## src/rtl/shift_arbiter.sv

```systemverilog
// shift_arbiter: round-robin front end that time-shares one registered 8-bit
// shifter among NREQ requesters. One operation is in flight at a time; the
// result is returned on a response channel tagged with the requester index.
module shift_arbiter #(
  parameter int unsigned NREQ   = 4,
  parameter int unsigned SH_LAT = 1
) (
  input  logic                      clk,
  input  logic                      rst,
  input  logic [NREQ-1:0]           req_valid,
  input  logic [8*NREQ-1:0]         req_din,
  input  logic [NREQ-1:0]           req_dir,
  input  logic [3*NREQ-1:0]         req_n,
  output logic [NREQ-1:0]           req_ready,
  output logic [7:0]                sh_din,
  output logic                      sh_dir,
  output logic [2:0]                sh_n,
  input  logic [7:0]                sh_dout,
  output logic                      rsp_valid,
  input  logic                      rsp_ready,
  output logic [7:0]                rsp_data,
  output logic [$clog2(NREQ)-1:0]   rsp_id,
  output logic                      busy
);

  localparam int unsigned IDW = $clog2(NREQ);
  localparam int unsigned DW  = 8;
  localparam int unsigned NW  = 3;
  localparam int unsigned CW  = 3;

  typedef enum logic [1:0] {
    S_IDLE = 2'd0,
    S_WAIT = 2'd1,
    S_RESP = 2'd2
  } state_t;

  state_t          r_state;
  state_t          w_state_nxt;
  logic [IDW-1:0]  r_ptr;
  logic [CW-1:0]   r_cnt;
  logic [DW-1:0]   r_sh_din;
  logic            r_sh_dir;
  logic [NW-1:0]   r_sh_n;
  logic            r_rsp_valid;
  logic [DW-1:0]   r_rsp_data;
  logic [IDW-1:0]  r_rsp_id;
  logic            r_busy;

  logic [DW-1:0]   w_din_a [NREQ];
  logic [NW-1:0]   w_n_a   [NREQ];
  logic            w_found;
  logic [IDW-1:0]  w_gnt_idx;
  logic [NREQ-1:0] w_req_ready_c;
  logic            w_accept;
  logic            w_capture;
  logic            w_rsp_done;

  // Split the flat requester buses into per-requester operand lanes.
  for (genvar gi = 0; gi < NREQ; gi++) begin : g_unpack
    assign w_din_a[gi] = req_din[DW*gi +: DW];
    assign w_n_a[gi]   = req_n[NW*gi +: NW];
  end

  // Round-robin search: first valid requester at or after the pointer, wrapping.
  always_comb begin
    logic [IDW-1:0] v_idx;
    w_found   = 1'b0;
    w_gnt_idx = '0;
    v_idx     = '0;
    for (int unsigned k = 0; k < NREQ; k++) begin
      v_idx = IDW'((32'(r_ptr) + k) % NREQ);
      if (!w_found && req_valid[v_idx]) begin
        w_found   = 1'b1;
        w_gnt_idx = v_idx;
      end
    end
  end

  // One-hot grant, only offered in IDLE and suppressed while reset is applied.
  always_comb begin
    w_req_ready_c = '0;
    if ((r_state == S_IDLE) && w_found && !rst) begin
      w_req_ready_c[w_gnt_idx] = 1'b1;
    end
  end

  // Next-state and control strobes for the IDLE/WAIT/RESP sequencer.
  always_comb begin
    w_state_nxt = r_state;
    w_accept    = 1'b0;
    w_capture   = 1'b0;
    w_rsp_done  = 1'b0;
    case (r_state)
      S_IDLE: begin
        if (w_found) begin
          w_accept    = 1'b1;
          w_state_nxt = S_WAIT;
        end
      end
      S_WAIT: begin
        if (r_cnt == '0) begin
          w_capture   = 1'b1;
          w_state_nxt = S_RESP;
        end
      end
      S_RESP: begin
        if (rsp_ready) begin
          w_rsp_done  = 1'b1;
          w_state_nxt = S_IDLE;
        end
      end
      default: w_state_nxt = S_IDLE;
    endcase
  end

  // State register.
  always_ff @(posedge clk or posedge rst) begin
    if (rst) begin
      r_state <= S_IDLE;
    end else begin
      r_state <= w_state_nxt;
    end
  end

  // Pointer, latency counter and shifter operand registers.
  always_ff @(posedge clk or posedge rst) begin
    if (rst) begin
      r_ptr    <= '0;
      r_cnt    <= '0;
      r_sh_din <= '0;
      r_sh_dir <= 1'b0;
      r_sh_n   <= '0;
      r_rsp_id <= '0;
    end else if (w_accept) begin
      r_sh_din <= w_din_a[w_gnt_idx];
      r_sh_dir <= req_dir[w_gnt_idx];
      r_sh_n   <= w_n_a[w_gnt_idx];
      r_rsp_id <= w_gnt_idx;
      r_ptr    <= (w_gnt_idx == IDW'(NREQ - 1)) ? '0 : w_gnt_idx + IDW'(1);
      r_cnt    <= CW'(SH_LAT);
    end else if ((r_state == S_WAIT) && (r_cnt != '0)) begin
      r_cnt <= r_cnt - CW'(1);
    end
  end

  // Response capture and registered status flags.
  always_ff @(posedge clk or posedge rst) begin
    if (rst) begin
      r_rsp_data  <= '0;
      r_rsp_valid <= 1'b0;
      r_busy      <= 1'b0;
    end else begin
      if (w_capture) begin
        r_rsp_data <= sh_dout;
      end
      r_rsp_valid <= (w_state_nxt == S_RESP);
      r_busy      <= (w_state_nxt != S_IDLE);
    end
  end

  assign req_ready = w_req_ready_c;
  assign sh_din    = r_sh_din;
  assign sh_dir    = r_sh_dir;
  assign sh_n      = r_sh_n;
  assign rsp_valid = r_rsp_valid;
  assign rsp_data  = r_rsp_data;
  assign rsp_id    = r_rsp_id;
  assign busy      = r_busy;

  // Handshake strobe kept for readability of the RESP exit condition.
  logic w_unused;
  assign w_unused = w_rsp_done;

endmodule
```

## config.mk

```make
export PLATFORM = sky130hd
export DESIGN_NAME = shift_arbiter
export DESIGN_NICKNAME = d
export VERILOG_FILES = /design/src/rtl/shift_arbiter.sv
export SDC_FILE = /design/constraint.sdc
export NUM_CORES = 1
export LEC_CHECK = 0
export CAP_MARGIN = 0
export CELL_PAD_IN_SITES_DETAIL_PLACEMENT = 2
export CELL_PAD_IN_SITES_GLOBAL_PLACEMENT = 2
export CORE_MARGIN = 2
export CORE_UTILIZATION = 23
export DETAILED_ROUTE_END_ITERATION = 10
export HOLD_SLACK_MARGIN = 0.1
export PLACE_DENSITY_LB_ADDON = 0.1
export SYNTH_ARGS = -nofsm -noshare
export SYNTH_HDL_FRONTEND = slang
export SYNTH_SLANG_ARGS = --single-unit
```

## constraint.sdc

```tcl
create_clock -name clk -period 3 [get_ports clk]
set_input_delay 0.75 -clock clk [delete_from_list [all_inputs] [get_ports clk]]
set_output_delay 0.75 -clock clk [all_outputs]
set_load 0.01 [all_outputs]
```

; Yosys cells after proc, flatten, opt, wreduce, memory -nomap -nowiden
; Cells that the tools add are included.
[op_classes]
n_mux = 38
bitwise_logic = 1
reduce_logical = 16
n_eq_ne = 4
n_addsub = 5
magnitude_cmp = 7
[op_table]
columns = cell, count
row1 = $bmux W8 S2, 1
row2 = $mux W2, 8
row3 = $mux W8, 2
row4 = $lt A2 B3 Y1 const B, 5
row5 = $mux W1, 14
row6 = $mux W3, 4
row7 = $bmux W1 S2, 5
row8 = $logic_and A1 B1 Y1, 7
row9 = $bmux W3 S2, 1
row10 = $eq A2 B2 Y1 const B, 3
row11 = $pmux W2 S3, 1
row12 = $add A2 B1 Y2 const B, 2
row13 = $add A2 B2 Y2 const B, 2
row14 = $logic_not A1 Y1, 4
row15 = $mux W4, 1
row16 = $reduce_bool A2 Y1, 2
row17 = $ge A3 B3 Y1 const B, 1
row18 = $logic_not A3 Y1, 1
row19 = $not A2 Y3, 1
row20 = $reduce_bool A3 Y1, 1
row21 = $sub A3 B1 Y3 const B, 1
row22 = $demux W1 S2, 1
row23 = $eq A2 B1 Y1 const B, 1
row24 = $ge A2 B1 Y1 const B, 1
row25 = $logic_not A2 Y1, 1
[word_totals]
regBits = 31
out_inout_bits = 28

; Depth between registers and ports, before layout
[depth]
ltp_word = 17
ltp_mapped = 7

; Least setup slack after synthesis
; No wires, ideal clock.
[synth_timing]
path_kind = input -> output
start = in req_valid[3]
end = out req_ready[0]
stages = 7
path_slack_ps = 385
t_required_ps = 2250
arrival_ps = 1865
path_cell_list = mux2i_1 o2bb2ai_2 nor2_4 inv_4 buf_6 ha_1 and3_1
[synth_via]
elab_chain_len = 17
elab_cells_between_ends = 30
cone_classes = order compare (2) / mux (19) / reduce/logical (9)
[synth_rtl]
columns = item, line_no
row1 = from (decl), 10  ; input logic [NREQ-1:0] req_valid,
row2 = $bmux W1 S2, 72  ; if (!w_found && req_valid[v_idx]) begin
row3 = $mux W1 (implied by the code), 72
row4 = $mux W1, 72
row5 = $logic_not A1 Y1, 72
row6 = $logic_and A1 B1 Y1, 72
row7 = $mux W1, 72
row8 = $logic_not A1 Y1, 72
row9 = $logic_and A1 B1 Y1, 72
row10 = [... 2 more ...], n/a
row11 = $logic_and A1 B1 Y1, 72
row12 = $mux W2 (*), 72
row13 = via w_gnt_idx[0], 52  ; logic [IDW-1:0] w_gnt_idx;
row14 = $lt A2 B3 Y1 (implied by the code) or $ge A2 B1 Y1 (tied branches), 83  ; w_req_ready_c[w_gnt_idx] = 1'b1;
row15 = $logic_and A1 B1 Y1 (implied by the code), 83
row16 = $mux W1 (implied by the code), 83
row17 = $demux W1 S2 (*), 83
row18 = $mux W4 (*), 82  ; if ((r_state == S_IDLE) && w_found && !rst) begin
row19 = to (decl), 14  ; output logic [NREQ-1:0] req_ready,
; The timed path passes the listed nets; every way through them passes the cells marked *. The select of a mux whose other input is x is not followed.

; Worst setup path after layout
[layout_timing]
start = in req_valid[1]
end = out req_ready[0]
[layout_via]
elab_chain_len = 17
elab_cells_between_ends = 30
cone_classes = order compare (2) / mux (19) / reduce/logical (9)
[layout_rtl]
columns = item, line_no
row1 = $bmux W1 S2, 72
row2 = $mux W1 (implied by the code), 72
row3 = $mux W1, 72
row4 = $logic_not A1 Y1, 72
row5 = $logic_and A1 B1 Y1, 72
row6 = $mux W1, 72
row7 = $logic_not A1 Y1, 72
row8 = $logic_and A1 B1 Y1, 72
row9 = $mux W1, 72
row10 = $logic_not A1 Y1, 72
row11 = $logic_and A1 B1 Y1, 72
row12 = $mux W2, 72
row13 = $lt A2 B3 Y1 (implied by the code) or $ge A2 B1 Y1 (tied branches), 83
row14 = $logic_and A1 B1 Y1 (implied by the code), 83
row15 = $mux W1 (implied by the code), 83
row16 = $demux W1 S2, 83
row17 = $mux W4 (*), 82
; Every way passes the cells marked *; elsewhere a longest branch is shown, timed or not. The select of a mux whose other input is x is not followed.

==> run_results.csv <==
group,metric,value,unit
synthesis,ys_seq_area_share,43.4,%
drt,post_drt_wl_per_cell,16.3,um
placed_design,gp_congestion,0.754,
critical_path,cpPeakStageDelay,270,ps
sta,min_period,2930,ps
drt,drt-total-wl,6400,um
synthesis,syn_area,1790,um^2
global_routing,grt_pass1_vias,2121,
critical_path,critPathBufInv,3,
drt,drt-pass1-iter-count,4,
placed_design,port_buffers,90,
global_routing,grt_usage,16.3,%
synthesis,ys_ff_latch,31,
die,row_count,32,
global_routing,grt-ovfl-total,0,
finish,n_antenna_cell,0,
sta,setup_viol,0,
die,die-area,8500,um^2
clock_tree,clock-sinks,31,
min_path,hp-class,"register to register",
sta,max_slew_margin,65.1,%
drt,drc_errors,0,
global_routing,grt_max_degree,28,
critical_path,critPathCaptureType,"output pin",
clock_tree,numCtsBuffers,5,
drt,ant_nets,0,
finish,fillers,827,
sta,hold_ws,483,ps
clock_tree,cts_root_buf,"clkbuf_8",
pwr,power_density,901,nW/um^2
drt,dr_total_vias,1821,
synthesis,syn_nets,238,
drt,drt-vias-per-instance,4.63,
die,ioPinCount,91,
synthesis,ys.warnings.count,0,
synthesis,synth_top_area_cell,"dfrtp_1",
die,core_area,7650,um^2
pwr,total_leakage_power,1.42,nW
synthesis,synth_top_area_share,43.4,%
global_routing,antenna_found_initial,0,
sta,finalMaxSlewViolations,0,
clock_tree,cts_tree,"done",
critical_path,critPathSlowestCell,"dlygate4sd2_1",
clock_tree,cts_buffer_depth,2,
critical_path,worstPathArrival,2180,ps
finish,final_nets,359,
clock_tree,cts.clk_slew.worst_paths,70,ps
sta,skew,12.6,ps
global_routing,grt_pass1_wl,10800,um
critical_path,crit_type,"primary input to output pin",
flow_run,cap_violations,0,
clock_tree,cts_max_level,2,
die,dieHeight,92.2,um
synthesis,yosys-top-cells-area,"dfrtp_1 43%, mux2_2 5.0%, mux2_4 5.0%",
finish,area_delta_synth_final,77.9,%
placed_design,place_ws,-556,ps
synthesis,synth.distinct_cells,33,
critical_path,crit_required,2250,ps
sta,fmax,341,MHz
die,die_w,92.2,um
sta,timing.final.crit_share,97.7,%
drt,drt_iter0_drc,21,
die,start_util,23.4,%
pwr,vdd_drop_max,241,uV
sta,worst_slack,69.1,ps
finish,layout-drive-gt1-share,26.8,%
clock_tree,hold_buffers,0,
run_status,status,"finished clean",
critical_path,path_delay_family,"simple AND/OR/NAND/NOR gates",
critical_path,start_kind,"primary input",
synthesis,syn_inst,169,
clock_tree,clock_latency,290,ps
placed_design,hpwl,5100,um
critical_path,critPathMaxFanout,3,
synthesis,syn_area_per_cell,10.6,um^2
sta,worst_pin_slew,523,ps
critical_path,worstPathCellList,"dlygate4sd2_1 > nor3b_2 > a211oi_2 > or2_4 > buf_6 > ha_1 > and3_1 > buf_2",
sta,hold_viol_final,0,
-- worst register-to-register path: stages (launching register included) --
cell and delay (ps):
dfrtp_1 500, nor3b_2 250, a211oi_2 70, buf_4 140, buf_4 120, or3_1 540, a211oi_2 310, a211oi_1 80
-- Yosys cell counts (all sizes together) --
cell / instances
ha: 6
a211oi: 15
buf: 3
a21oi: 9
clkbuf: 4
or3: 1
a2bb2oi: 1
o2bb2ai: 1
nand2b: 3
or2: 3
mux2i: 7
dfrtp: 31
a21o: 3
nand2: 12
mux2: 14
a211o: 1
xnor2: 2
nor3b: 2
o31ai: 1
a221o: 6
inv: 6
and3: 10
nor2: 15
o21ai: 7
nand3: 6
-- cell type report --
class	instances	area, um^2	share of cell area [%]
Inverter	6	25.0	0.787
Tap cell	102	128	4.01
Clock buffer	6	82.6	2.60
Timing Repair Buffer	121	1120	35.2
Multi-Input combinational cell	125	1010	31.9
Sequential cell	31	776	24.4
Clock inverter	2	35.0	1.10
-- metrics by stage --
| step | area [um^2] | TNS (ps) | utilization, % | total power, W | cells |
|---|---|---|---|---|---|
| floorplan | 1790 | 0 | - | 0.00157 | 169 |
| global placement | 2970 | -1830 | 38.9 | 0.00233 | 379 |
| detailed placement | 2970 | -2040 | 38.9 | 0.00237 | 379 |
| CTS | 3170 | 0 | 41.5 | 0.00291 | 393 |
| global route | 3180 | -0.718 | 41.6 | 0.00310 | 393 |
| finish | 3180 | 0 | 41.6 | 0.00286 | 393 |
-- what timing repair did --
item,4_1_cts,5_1_grt
buffers inserted,6,0
resized for setup,30,3
pin swaps,6,4
endpoints found under the setup margin,4,3
-- sequential cells by signal, indices dropped and copies added, names as in the netlist --
| register | count |
|---|---|
| r_ptr | 2 |
| busy | 1 |
| rsp_id | 2 |
| sh_n | 3 |
| sh_din | 8 |
| rsp_data | 8 |
| r_state | 2 |
| r_cnt | 3 |
| sh_dir | 1 |
| rsp_valid | 1 |
-- path summary, 6_finish.rpt --
check / start / to / slack [ps] / cells after the start
min reg2reg: rsp_id[1]$_DFFE_PP0P_ / rsp_id[1]$_DFFE_PP0P_ / 480 / 2
max reg2reg: r_ptr[1]$_DFFE_PP0P_ / sh_din[1]$_DFFE_PP0P_ / 860 / 7
min in group asynchronous: rst / rsp_data[6]$_DFFE_PP0P_ / 880 / 3
max: req_valid[1] / req_ready[0] / 70 / 8
min: rsp_id[1]$_DFFE_PP0P_ / rsp_id[1]$_DFFE_PP0P_ / 480 / 2
max in group asynchronous: rst / r_cnt[0]$_DFFE_PP0P_ / 1710 / 3
-- power by group --
| part | internal, W | total [W] | switching, W | leakage [nW] |
|---|---|---|---|---|
| sequential | 0.000629 | 0.000771 | 0.000142 | 0.371 |
| combinational | 0.000915 | 0.00166 | 0.000744 | 0.991 |
| clock | 0.000269 | 0.000435 | 0.000166 | 0.0612 |
-- cell families after synthesis --
logic type                 synth area share (%)
DFF                                        43.4
muxes                                      14.0
adders and majority gates                  4.20
and+or+nand+nor                            14.6
AOI/OAI and AO/OA                          19.5
buffers and inverters                      3.36
xor gates and xnor gates                  0.980
-- routing by layer --
metal,wire length [um],global-route usage (%),vias to the layer above,part of all wire [%]
li1,-,-,856,-
met1,2480,17.7,906,39
met2,3520,31.4,52,55
met3,341,4.68,7,5.3
met4,56,2.99,0,0.87
met5,0,0,-,0
-- cells in the final DEF (no fill, tap or decap), types with 2 or more instances in the layout --
cell             synthesis  layout
a211oi_1                 9       7
a211oi_2                 6       7
a21o_1                   3       3
a21oi_1                  8       8
a221o_1                  6       6
and3_1                  10      10
buf_2                    1       4
buf_4                    0      29
buf_6                    1       2
clkbuf_8                 0       6
clkdlybuf4s50_1          0      82
dfrtp_1                 31      31
dlygate4sd2_1            0       3
ha_1                     6       5
inv_1                    5       4
mux2_2                   8       8
mux2_4                   6       6
mux2i_1                  7       6
nand2_1                 12      12
nand2b_1                 3       2
nand3_1                  6       6
nor2_1                  14      13
o21ai_0                  7       7
or2_2                    2       2
xnor2_1                  2       2
Power figures use the tool's default switching activity.
